--- config.mk ---
export PLATFORM = sky130hd
export DESIGN_NAME = mprj_serial_loader
export DESIGN_NICKNAME = d
export VERILOG_FILES = /design/src/rtl/mprj_serial_loader.sv
export SDC_FILE = /design/constraint.sdc
export NUM_CORES = 1
export LEC_CHECK = 0
export ABC_AREA = 1
export CAP_MARGIN = 20
export CELL_PAD_IN_SITES_DETAIL_PLACEMENT = 1
export CELL_PAD_IN_SITES_GLOBAL_PLACEMENT = 1
export CORE_ASPECT_RATIO = 0.75
export CORE_UTILIZATION = 41
export CTS_BUF_LIST = sky130_fd_sc_hd__clkbuf_8
export DETAILED_ROUTE_END_ITERATION = 12
export PLACE_DENSITY_LB_ADDON = 0.3
export SYNTH_ARGS = -nofsm -noshare
export SYNTH_HDL_FRONTEND = slang
export SYNTH_SLANG_ARGS = --single-unit
--- constraint.sdc ---
create_clock -name wb_clk_i -period 2.8 [get_ports wb_clk_i]
set_input_delay 0.7 -clock wb_clk_i [delete_from_list [all_inputs] [get_ports wb_clk_i]]
set_output_delay 0.7 -clock wb_clk_i [all_outputs]
set_load 0.05 [all_outputs]
--- src/rtl/mprj_serial_loader.sv ---
// mprj_serial_loader
// Reads one configuration word per user IO pad and shifts the words, MSB
// first and highest pad first, into the pad configuration chain. It then
// pulses serial_load so the pads capture the new settings.
//   - Every output is a flop or a decode of the registered state.
//   - cfg_addr follows the pad index register, so it is valid in FETCH and
//     holds its value everywhere else.
//   - The shift register is empty once the last word has gone out, so
//     serial_data_out returns to 0 between transfers.
//   - CFG_BITS must be at least 2.

module mprj_serial_loader #(
  parameter int NUM_IO   = 38,
  parameter int CFG_BITS = 13,
  parameter int IDX_W    = 6
) (
  input  logic                wb_clk_i,
  input  logic                wb_rst_i,
  input  logic                xfer_start,
  output logic [IDX_W-1:0]    cfg_addr,
  input  logic [CFG_BITS-1:0] cfg_data,
  output logic                serial_clock,
  output logic                serial_data_out,
  output logic                serial_load,
  output logic                busy,
  output logic                xfer_done
);

  localparam int CNT_W = (CFG_BITS > 1) ? $clog2(CFG_BITS) : 1;

  typedef enum logic [2:0] {
    IDLE     = 3'd0,
    FETCH    = 3'd1,
    SHIFT_LO = 3'd2,
    SHIFT_HI = 3'd3,
    LOAD     = 3'd4
  } state_t;

  state_t              state_r;
  state_t              state_s;
  logic [IDX_W-1:0]    idx_r;
  logic [CNT_W-1:0]    bit_cnt_r;
  logic [CFG_BITS-1:0] shreg_r;
  logic                done_r;
  logic                busy_s;
  logic                sclk_s;
  logic                load_s;

  // State register; reset aborts any transfer in progress.
  always_ff @(posedge wb_clk_i or posedge wb_rst_i) begin
    if (wb_rst_i) begin
      state_r <= IDLE;
    end else begin
      state_r <= state_s;
    end
  end

  // Next-state decode. A request is accepted only from IDLE, so requests made while busy are dropped.
  always_comb begin
    state_s = state_r;
    case (state_r)
      IDLE: begin
        if (xfer_start) begin
          state_s = FETCH;
        end else begin
          state_s = IDLE;
        end
      end
      FETCH:    state_s = SHIFT_LO;
      SHIFT_LO: state_s = SHIFT_HI;
      SHIFT_HI: begin
        if (bit_cnt_r != {CNT_W{1'b0}}) begin
          state_s = SHIFT_LO;
        end else if (idx_r != {IDX_W{1'b0}}) begin
          state_s = FETCH;
        end else begin
          state_s = LOAD;
        end
      end
      LOAD:     state_s = IDLE;
      default:  state_s = IDLE;
    endcase
  end

  // Datapath: pad index, bit counter, shift register and the completion flag.
  always_ff @(posedge wb_clk_i or posedge wb_rst_i) begin
    if (wb_rst_i) begin
      idx_r     <= {IDX_W{1'b0}};
      bit_cnt_r <= {CNT_W{1'b0}};
      shreg_r   <= {CFG_BITS{1'b0}};
      done_r    <= 1'b0;
    end else begin
      done_r <= (state_r == LOAD);
      case (state_r)
        IDLE: begin
          if (xfer_start) begin
            idx_r <= IDX_W'(NUM_IO - 1);
          end else begin
            idx_r <= idx_r;
          end
        end
        FETCH: begin
          shreg_r   <= cfg_data;
          bit_cnt_r <= CNT_W'(CFG_BITS - 1);
        end
        SHIFT_HI: begin
          // The shift happens on the edge after serial_clock rose, so the
          // data bit stays stable for the whole high phase.
          shreg_r <= shreg_r << 1;
          if (bit_cnt_r != {CNT_W{1'b0}}) begin
            bit_cnt_r <= bit_cnt_r - CNT_W'(1);
          end else if (idx_r != {IDX_W{1'b0}}) begin
            idx_r <= idx_r - IDX_W'(1);
          end else begin
            idx_r <= idx_r;
          end
        end
        default: begin
          idx_r <= idx_r;
        end
      endcase
    end
  end

  // Output decode from the registered state.
  always_comb begin
    busy_s = 1'b0;
    sclk_s = 1'b0;
    load_s = 1'b0;
    case (state_r)
      IDLE:     busy_s = 1'b0;
      FETCH:    busy_s = 1'b1;
      SHIFT_LO: busy_s = 1'b1;
      SHIFT_HI: begin
        busy_s = 1'b1;
        sclk_s = 1'b1;
      end
      LOAD: begin
        busy_s = 1'b1;
        load_s = 1'b1;
      end
      default: busy_s = 1'b0;
    endcase
  end

  assign busy            = busy_s;
  assign serial_clock    = sclk_s;
  assign serial_load     = load_s;
  assign serial_data_out = shreg_r[CFG_BITS-1];
  assign cfg_addr        = idx_r;
  assign xfer_done       = done_r;

endmodule

Yosys cells after proc, flatten, opt, wreduce, memory -nomap -nowiden
Cells that the tools add are included.
- $add $sub $neg: 2
- equality and inequality tests: 8
- multiplexer cells: 14
- reductions and logical operators: 8
- operators with widths (kind ; count):
    case mux 13 bit (2 select lines) ; 1
    two-way mux 6 bit ; 3
    case mux 3 bit (4 select lines) ; 1
    case mux 6 bit (2 select lines) ; 1
    inequality test 2 bit, second input constant ; 4
    case mux 4 bit (2 select lines) ; 1
    equality test 3 x 2 -> 1 bit, second input constant ; 2
    two-way mux 3 bit ; 2
    nonzero test 6 bit ; 1
    subtractor 6 x 1 -> 6 bit, second input constant ; 1
    two-way mux 1 bit ; 4
    two-way mux 4 bit ; 1
    AND reduction 4 bit ; 1
    nonzero test 2 bit ; 2
    nonzero test 4 bit ; 1
    OR reduction 4 bit ; 1
    subtractor 4 x 1 -> 4 bit, second input constant ; 1
    equality test 3 x 1 -> 1 bit, second input constant ; 1
    equality test 3 bit, second input constant ; 1
    logical NOT 3 bit ; 1
    AND reduction 2 bit ; 1
- flip-flop bits (word level): 27
- input bits: 16
- word-level logic and storage cells: 37

Longest topological paths before layout
Gate-level depths: netlist (run 1).
- depth after elaboration: 4
- mapped depth: 9
- gate-level depth less buffers: 8

Least setup slack after synthesis (run 1)
OpenSTA, ideal clock, no wires.
- path type: flip-flop to output port
- start point: reg state_r[1]
- end point: out busy
- arrival time: 2.099 ns
- data required time: 2.100 ns
- path slack: 0.001 ns
- cell stages (with the launch flop): 4
- buffers on the path: 0
- cell sequence: dfrtp_1 -> nor3_1 -> inv_1 -> nand4_1
- word-level cells in the longest chain between the ends: 3
- elaborated cells between the ends (all ways): 6
- classes of those cells: eq/ne (4); mux (1); reduce/logical (1)
- RTL lines (what ; RTL line ; text):
    start: declaration ; 39 ; state_t state_r;
    start signal: assignment ; 54 ; state_r <= state_s;
    equality test 3 bit, or another cell as far along ; 130 ; case (state_r)
    OR reduction 4 bit (no line) * ; n/a ;
    two-way mux 1 bit * ; 130 ;
    end: declaration ; 25 ; output logic busy,
Every way passes the cells marked *; elsewhere a longest branch is shown, timed or not.

Worst setup path in the final report (run 1)
- start point: reg state_r[1]
- end point: out serial_load
- word-level cells in the longest chain between the ends: 2
- RTL lines (what ; RTL line ; text):
    equality test 3 bit ; 130 ;
    two-way mux 1 bit ; 130 ;
    end: declaration ; 24 ; output logic serial_load,
No other way between the ends.

==> key figures, run 1 <==
Status
  – Status: finished clean

STA
  – RSZ-0062 raised after global routing: no
  – Final hold violation count: 0
  – Measured slew at the worst slew-check pin: between 500 and 600 ps
  – Slew headroom: about two thirds
  – Fmax: 380 MHz
  – Tmin final: 2630 ps
  – Pins Over Slew Limit: 0
  – Count of final setup violators: 0
  – Total negative slack: 0 ps
  – Worst-case clock skew: 4.38 ps
  – Final period util: 93.9%

GRT
  – Antenna violations before repair: 0
  – Total Routing Usage GR: 22.6%
  – Pin count of the biggest net entering global routing: 28
  – Vias in the first global route: 1234
  – Gr ovfl total: 0
  – First-pass GRT wire length: 5780 um

Finish
  – # nets final: between 200 and 250
  – ANT cells: 0
  – Share of layout cells above drive strength 1: under 10%
  – Fill count: 365
  – Area Overhead vs Synth: 24.6%
  – Design area: 0.00169 mm^2

CTS
  – Post-CTS Hold Fix Bufs: 0
  – Post-CTS Repair Setup Buffers: 0
  – Root Buffer: clkbuf_8
  – CTS sink count: 27
  – Post-cts gate resize count: 0
  – Clock tree buffer depth: 2
  – Total CTS buffers: 3
  – H-tree levels: 1
  – Clk_lat worst skew: 280 ps
  – CTS clk-pin slew, worst paths: 90 ps
  – TritonCTS clock tree: done

Placement
  – Placed inst area: approximately 0.0016 mm^2
  – Gp weighted congestion: 0.762
  – HPWL Detailed: 2480 um
  – Port Buf Inserts: 26

Route
  – Drt drc: 0
  – Drt first pass iters: 4
  – Drt wl/cell: 14.2 um
  – WL final: roughly 3400 um
  – Final ANT Viol Nets: 0
  – DR vias/cell: 5.10
  – DR vias: 1213
  – DR iter-0 viols: 71

Floorplanning
  – CORE AREA: 0.00304 mm^2
  – IO Count: 27
  – Die Y: ~52 um
  – Die area: 0.00354 mm^2
  – Initial Util: 44.5%
  – Die Wd: 68.4 um
  – Placement Rows: 17

Worst setup path
  – Worst-path fanout max: 4
  – Worst Path Arrival: 1930 ps
  – Setup crit start kind: flip-flop
  – CP required: 2100 ps
  – Critical Path Sink Type: output pin
  – Critical path class: reg -> out

Yosys
  – Syn nets: 190
  – Post-synthesis instance total: ~170
  – Synth cell types: 21
  – Mapped Avg Cell Area: 7.87 um^2
  – Ys async rst share: 100%
  – FF+latch count, synth: 27
  – Post-synth EDFFs: 0
  – Post-synth top cells: 67 x nand2_1, 28 x nand3_1, 27 x dfrtp_1
  – Post-synthesis sequential area ratio: 49.9%
  – Synth top area share: 49.9%
  – Post-synthesis instance area: 0.00135 mm^2
  – Synth area leader: dfrtp_1
  – Most common cell in the netlist: nand2_1
  – Synth Warn #: 0
  – Top cells by area, synth: dfrtp_1 50%, nand2_1 19%, nand3_1 10%
  – Synth Flop Type: dfrtp_1

Power
  – Max VDD drop: ~440 uV
  – Leakage: 0.836 nW
  – PwrDens: 1200 mW/mm^2

Worst hold path
  – HP Class: reg -> reg

Run
  – Max-cap viol count: 0
==> registers in the layout, indices dropped and copies added, names as in the netlist <==
| register | cells |
|---|---|
| bit_cnt_r | 4 |
| cfg_addr | 6 |
| shreg_r | 13 |
| state_r | 3 |
| xfer_done | 1 |
==> critical path: stages, from the launching register on <==
cell	delay, ps
dfrtp_1	430
nor3_1	340
clkdlybuf4s50_1	890
==> layout make-up <==
| cell class | instances | area [um^2] | share of cell area [%] |
|---|---|---|---|
| clock buffer | 3 | 41.3 | 2.45 |
| clock inverter | 1 | 3.75 | 0.223 |
| inverter | 17 | 65.1 | 3.86 |
| multi-input combinational | 124 | 583 | 34.6 |
| sequential | 27 | 676 | 40.1 |
| tap | 38 | 47.5 | 2.82 |
| timing repair buffer | 28 | 270 | 16.0 |
==> path summary, 6_finish.rpt <==
kind	to	depth (start not counted)	startpoint	slack [ps]
hold reg to reg	bit_cnt_r[3]	2	bit_cnt_r[3]	490
setup reg to reg	cfg_addr[4]	9	state_r[2]	1040
min in group asynchronous	bit_cnt_r[2]	3	wb_rst_i	800
max in group asynchronous	shreg_r[6]	3	wb_rst_i	1730
setup / recovery	serial_load	2	state_r[1]	170
hold / removal	bit_cnt_r[3]	2	bit_cnt_r[3]	490
==> where the power goes <==
| part | total (mW) | internal [mW] | switching [mW] |
|---|---|---|---|
| registers | 0.671 | 0.551 | 0.120 |
| logic | 1.13 | 0.366 | 0.768 |
| clock network | 0.224 | 0.0986 | 0.125 |
| total | 2.03 | 1.02 | 1.01 |
==> layout by cell type, fill, tap and decap left out, types with 2 or more instances in the layout <==
master / n
nand3_1: 28
inv_1: 13
ha_1: 2
nand4_1: 2
nand2_2: 4
buf_4: 4
dfrtp_1: 27
nor2_1: 10
inv_2: 4
nor3_1: 4
nand2_1: 67
clkbuf_8: 3
clkdlybuf4s50_1: 24
==> cells by family after synthesis <==
| group | synth area share [%] |
|---|---|
| AOI/OAI and AO/OA | 1.48 |
| xor gates and xnor gates | 0.647 |
| and+or+nand+nor | 39.1 |
| buffers and inverters | 7.02 |
| adders and majority gates | 1.85 |
| DFF | 49.9 |
==> per-stage QoR <==
step	std cells	power, mW	utilization, %	setup WS (ps)	hold WS (ps)
after detailed placement	234	1.82	54.0	468	474
after global routing	238	2.20	55.5	108	527
after floorplan	172	1.51	-	0.930	451
after global placement	234	1.75	54.0	552	468
final	238	2.03	55.5	172	491
after CTS	238	2.05	55.5	157	496
==> routing by layer <==
| metal | up-vias | GRT usage, % | routed length, um |
|---|---|---|---|
| met1 | 583 | 29.9 | 1630 |
| met2 | 19 | 35.5 | 1570 |
| met4 | 0 | 8.68 | 80 |
| met3 | 9 | 5.48 | 95 |
| li1 | 602 | - | - |
| met5 | - | 0 | 0 |
Power figures use the tool's default switching activity.
==> run 2, diff against run 1 <==
--- a/config.mk
+++ b/config.mk
@@ -10,7 +10,7 @@
 export CELL_PAD_IN_SITES_DETAIL_PLACEMENT = 1
 export CELL_PAD_IN_SITES_GLOBAL_PLACEMENT = 1
 export CORE_ASPECT_RATIO = 0.75
-export CORE_UTILIZATION = 41
+export CORE_UTILIZATION = 35
 export CTS_BUF_LIST = sky130_fd_sc_hd__clkbuf_8
 export DETAILED_ROUTE_END_ITERATION = 12
 export PLACE_DENSITY_LB_ADDON = 0.3
==> constraint.sdc (replaced) <==
create_clock -name wb_clk_i -period 2.2 [get_ports wb_clk_i]
set_input_delay 0.55 -clock wb_clk_i [delete_from_list [all_inputs] [get_ports wb_clk_i]]
set_output_delay 0.55 -clock wb_clk_i [all_outputs]
set_load 0.05 [all_outputs]
==> run 2 against run 1 <==
Compared with the run above: power grew 31%; combinational power up 35%; register-to-register slack got worse by 440 ps; worst setup slack worse by 84 ps; via count shrank 2.2%; core utilization fell by 8.4 points; sequential share of layout area fell by 1.1 points; hold slack improved by 1.8 ps; sequential power grew 28%; largest power group unchanged; highest routed layer unchanged.
==> key figures, run 2 (same netlist as run 1, synthesis figures left out) <==
Worst setup path
  – Worst path top cell family by delay: buffers and inverters
  – Critical Path Sink Type: output pin
  – CP peak stage delay: roughly 840 ps
  – Setup crit start kind: flip-flop
  – R2R setup slack: 600 ps
  – CP required: between 1500 and 2000 ps
  – Worst-path fanout max: 6
  – Critical path class: reg -> out
  – Worst Path Arrival: 1560 ps
  – Cell chain of the critical path: clkdlybuf4s50_1
  – Buf/Inv on CP: 1
  – CP max-delay cell: clkdlybuf4s50_1

STA
  – Pins Over Slew Limit: 0
  – Worst-case clock skew: 5.57 ps
  – Measured slew at the worst slew-check pin: roughly 500 ps
  – Final period util: between 90 and 100%
  – Total negative slack: 0 ps
  – Tmin final: 2110 ps
  – RSZ-0062 raised after global routing: no
  – Fmax: 473 MHz
  – Slack of the critical path: a little under 90 ps
  – Slew headroom: 67.1%
  – Final hold violation count: 0
  – Count of final setup violators: 0

Finish
  – Most frequent cells in the layout: 67 x nand2_1, 28 x nand3_1, 27 x dfrtp_1
  – Most common cell after layout, fill and taps aside: nand2_1
  – Max reg flops: 13
  – Area Overhead vs Synth: 28.1%
  – Share of layout cells above drive strength 1: 11.0%
  – Largest reg by FF count: shreg_r
  – # nets final: 219
  – ANT cells: 0

Placement
  – Pre-CTS WS: ~360 ps
  – HPWL Detailed: approximately 2500 um
  – Port Buf Inserts: 26
  – Gp weighted congestion: approximately 0.8

Floorplanning
  – Placement Rows: 19
  – Die area: just over 0.004 mm^2
  – Die Y: approximately 56 um
  – Initial Util: 36.7%
  – IO Count: 27
  – Die Wd: 73.8 um
  – CORE AREA: around 0.0037 mm^2

Route
  – Drt first pass iters: 4
  – DR vias/cell: between 4 and 5
  – Final ANT Viol Nets: 0
  – Drt wl/cell: 13.1 um
  – WL final: 3300 um
  – Drt drc: 0
  – DR iter-0 viols: 52
  – DR vias: 1186

CTS
  – Root Buffer: clkbuf_8
  – Total CTS buffers: 3
  – CTS clk-pin slew, worst paths: 90 ps
  – Clock tree buffer depth: 2
  – Post-CTS Hold Fix Bufs: 0
  – CTS sink count: 27
  – H-tree levels: 1
  – TritonCTS clock tree: done
  – Clk_lat worst skew: 270 ps

GRT
  – Vias in the first global route: 1227
  – Pin count of the biggest net entering global routing: 28
  – Antenna violations before repair: 0
  – Gr ovfl total: 0
  – First-pass GRT wire length: 5710 um
  – Total Routing Usage GR: 18.0%

Status
  – Status: finished clean

Power
  – PwrDens: 1530 mW/mm^2
  – Max VDD drop: between 600 and 700 uV
  – Leakage: 0.850 nW

Run
  – Max-cap viol count: 0

Worst hold path
  – HP Class: reg -> reg
==> run 2: changes by cell type in the layout (fill, tap and decap cells not counted), sizes merged <==
cell and change:
buf +2, clkdlybuf4s50 -2
==> run 2: repair_timing <==
item / 4_1_cts / 5_1_grt
resized for setup: 0 / 1
buffers inserted: 0 / 0
setup endpoints to repair: 0 / 1
==> run 2: final timing paths <==
kind / from / to / depth (start not counted)
worst max register to register: state_r[2] / cfg_addr[2] / 8
worst min-delay path: bit_cnt_r[3] / bit_cnt_r[3] / 2
max in group asynchronous: wb_rst_i / cfg_addr[2] / 3
worst max-delay path: cfg_addr[2] / cfg_addr[2] / 1
min in group asynchronous: wb_rst_i / shreg_r[1] / 3
worst min register to register: bit_cnt_r[3] / bit_cnt_r[3] / 2
==> run 2: per-layer routing <==
layer	vias to the layer above	global-route usage (%)	routed length [um]
li1	603	-	-
met1	564	26.3	1660
met2	14	26.2	1510
met3	5	4.89	99
met4	0	4.95	36
met5	-	0	0
==> run 2: tightest hold or removal path, delay by kind of cell (launching register included) <==
kind | cells | cell delay, ps
simple gates | 2 | 110
flops | 1 | 350
==> run 2: per-stage QoR <==
stage	utilization, %	instances	power, mW	instance area [um^2]	hold WS, ps
after CTS	46.9	252	2.69	1730	501
after floorplan	-	172	1.93	1360	451
after global routing	47.1	252	2.88	1730	528
final	47.1	252	2.66	1730	493
after detailed placement	45.7	248	2.39	1680	478
after global placement	45.7	248	2.32	1680	465
==> run 2: area by class of cell <==
cell class	count	area [um^2]
repair buffers	28	290
flip-flops and latches	27	676
clock inverters	1	3.75
multi-input cells	124	593
inverters	17	65.1
fillers	455	1950
clock buffers	3	41.3
well taps	52	65.1
==> run 2: power by group <==
group	total, mW	switching, mW	internal, mW
clock	0.282	0.157	0.125
combinational	1.52	0.987	0.531
sequential	0.859	0.157	0.702
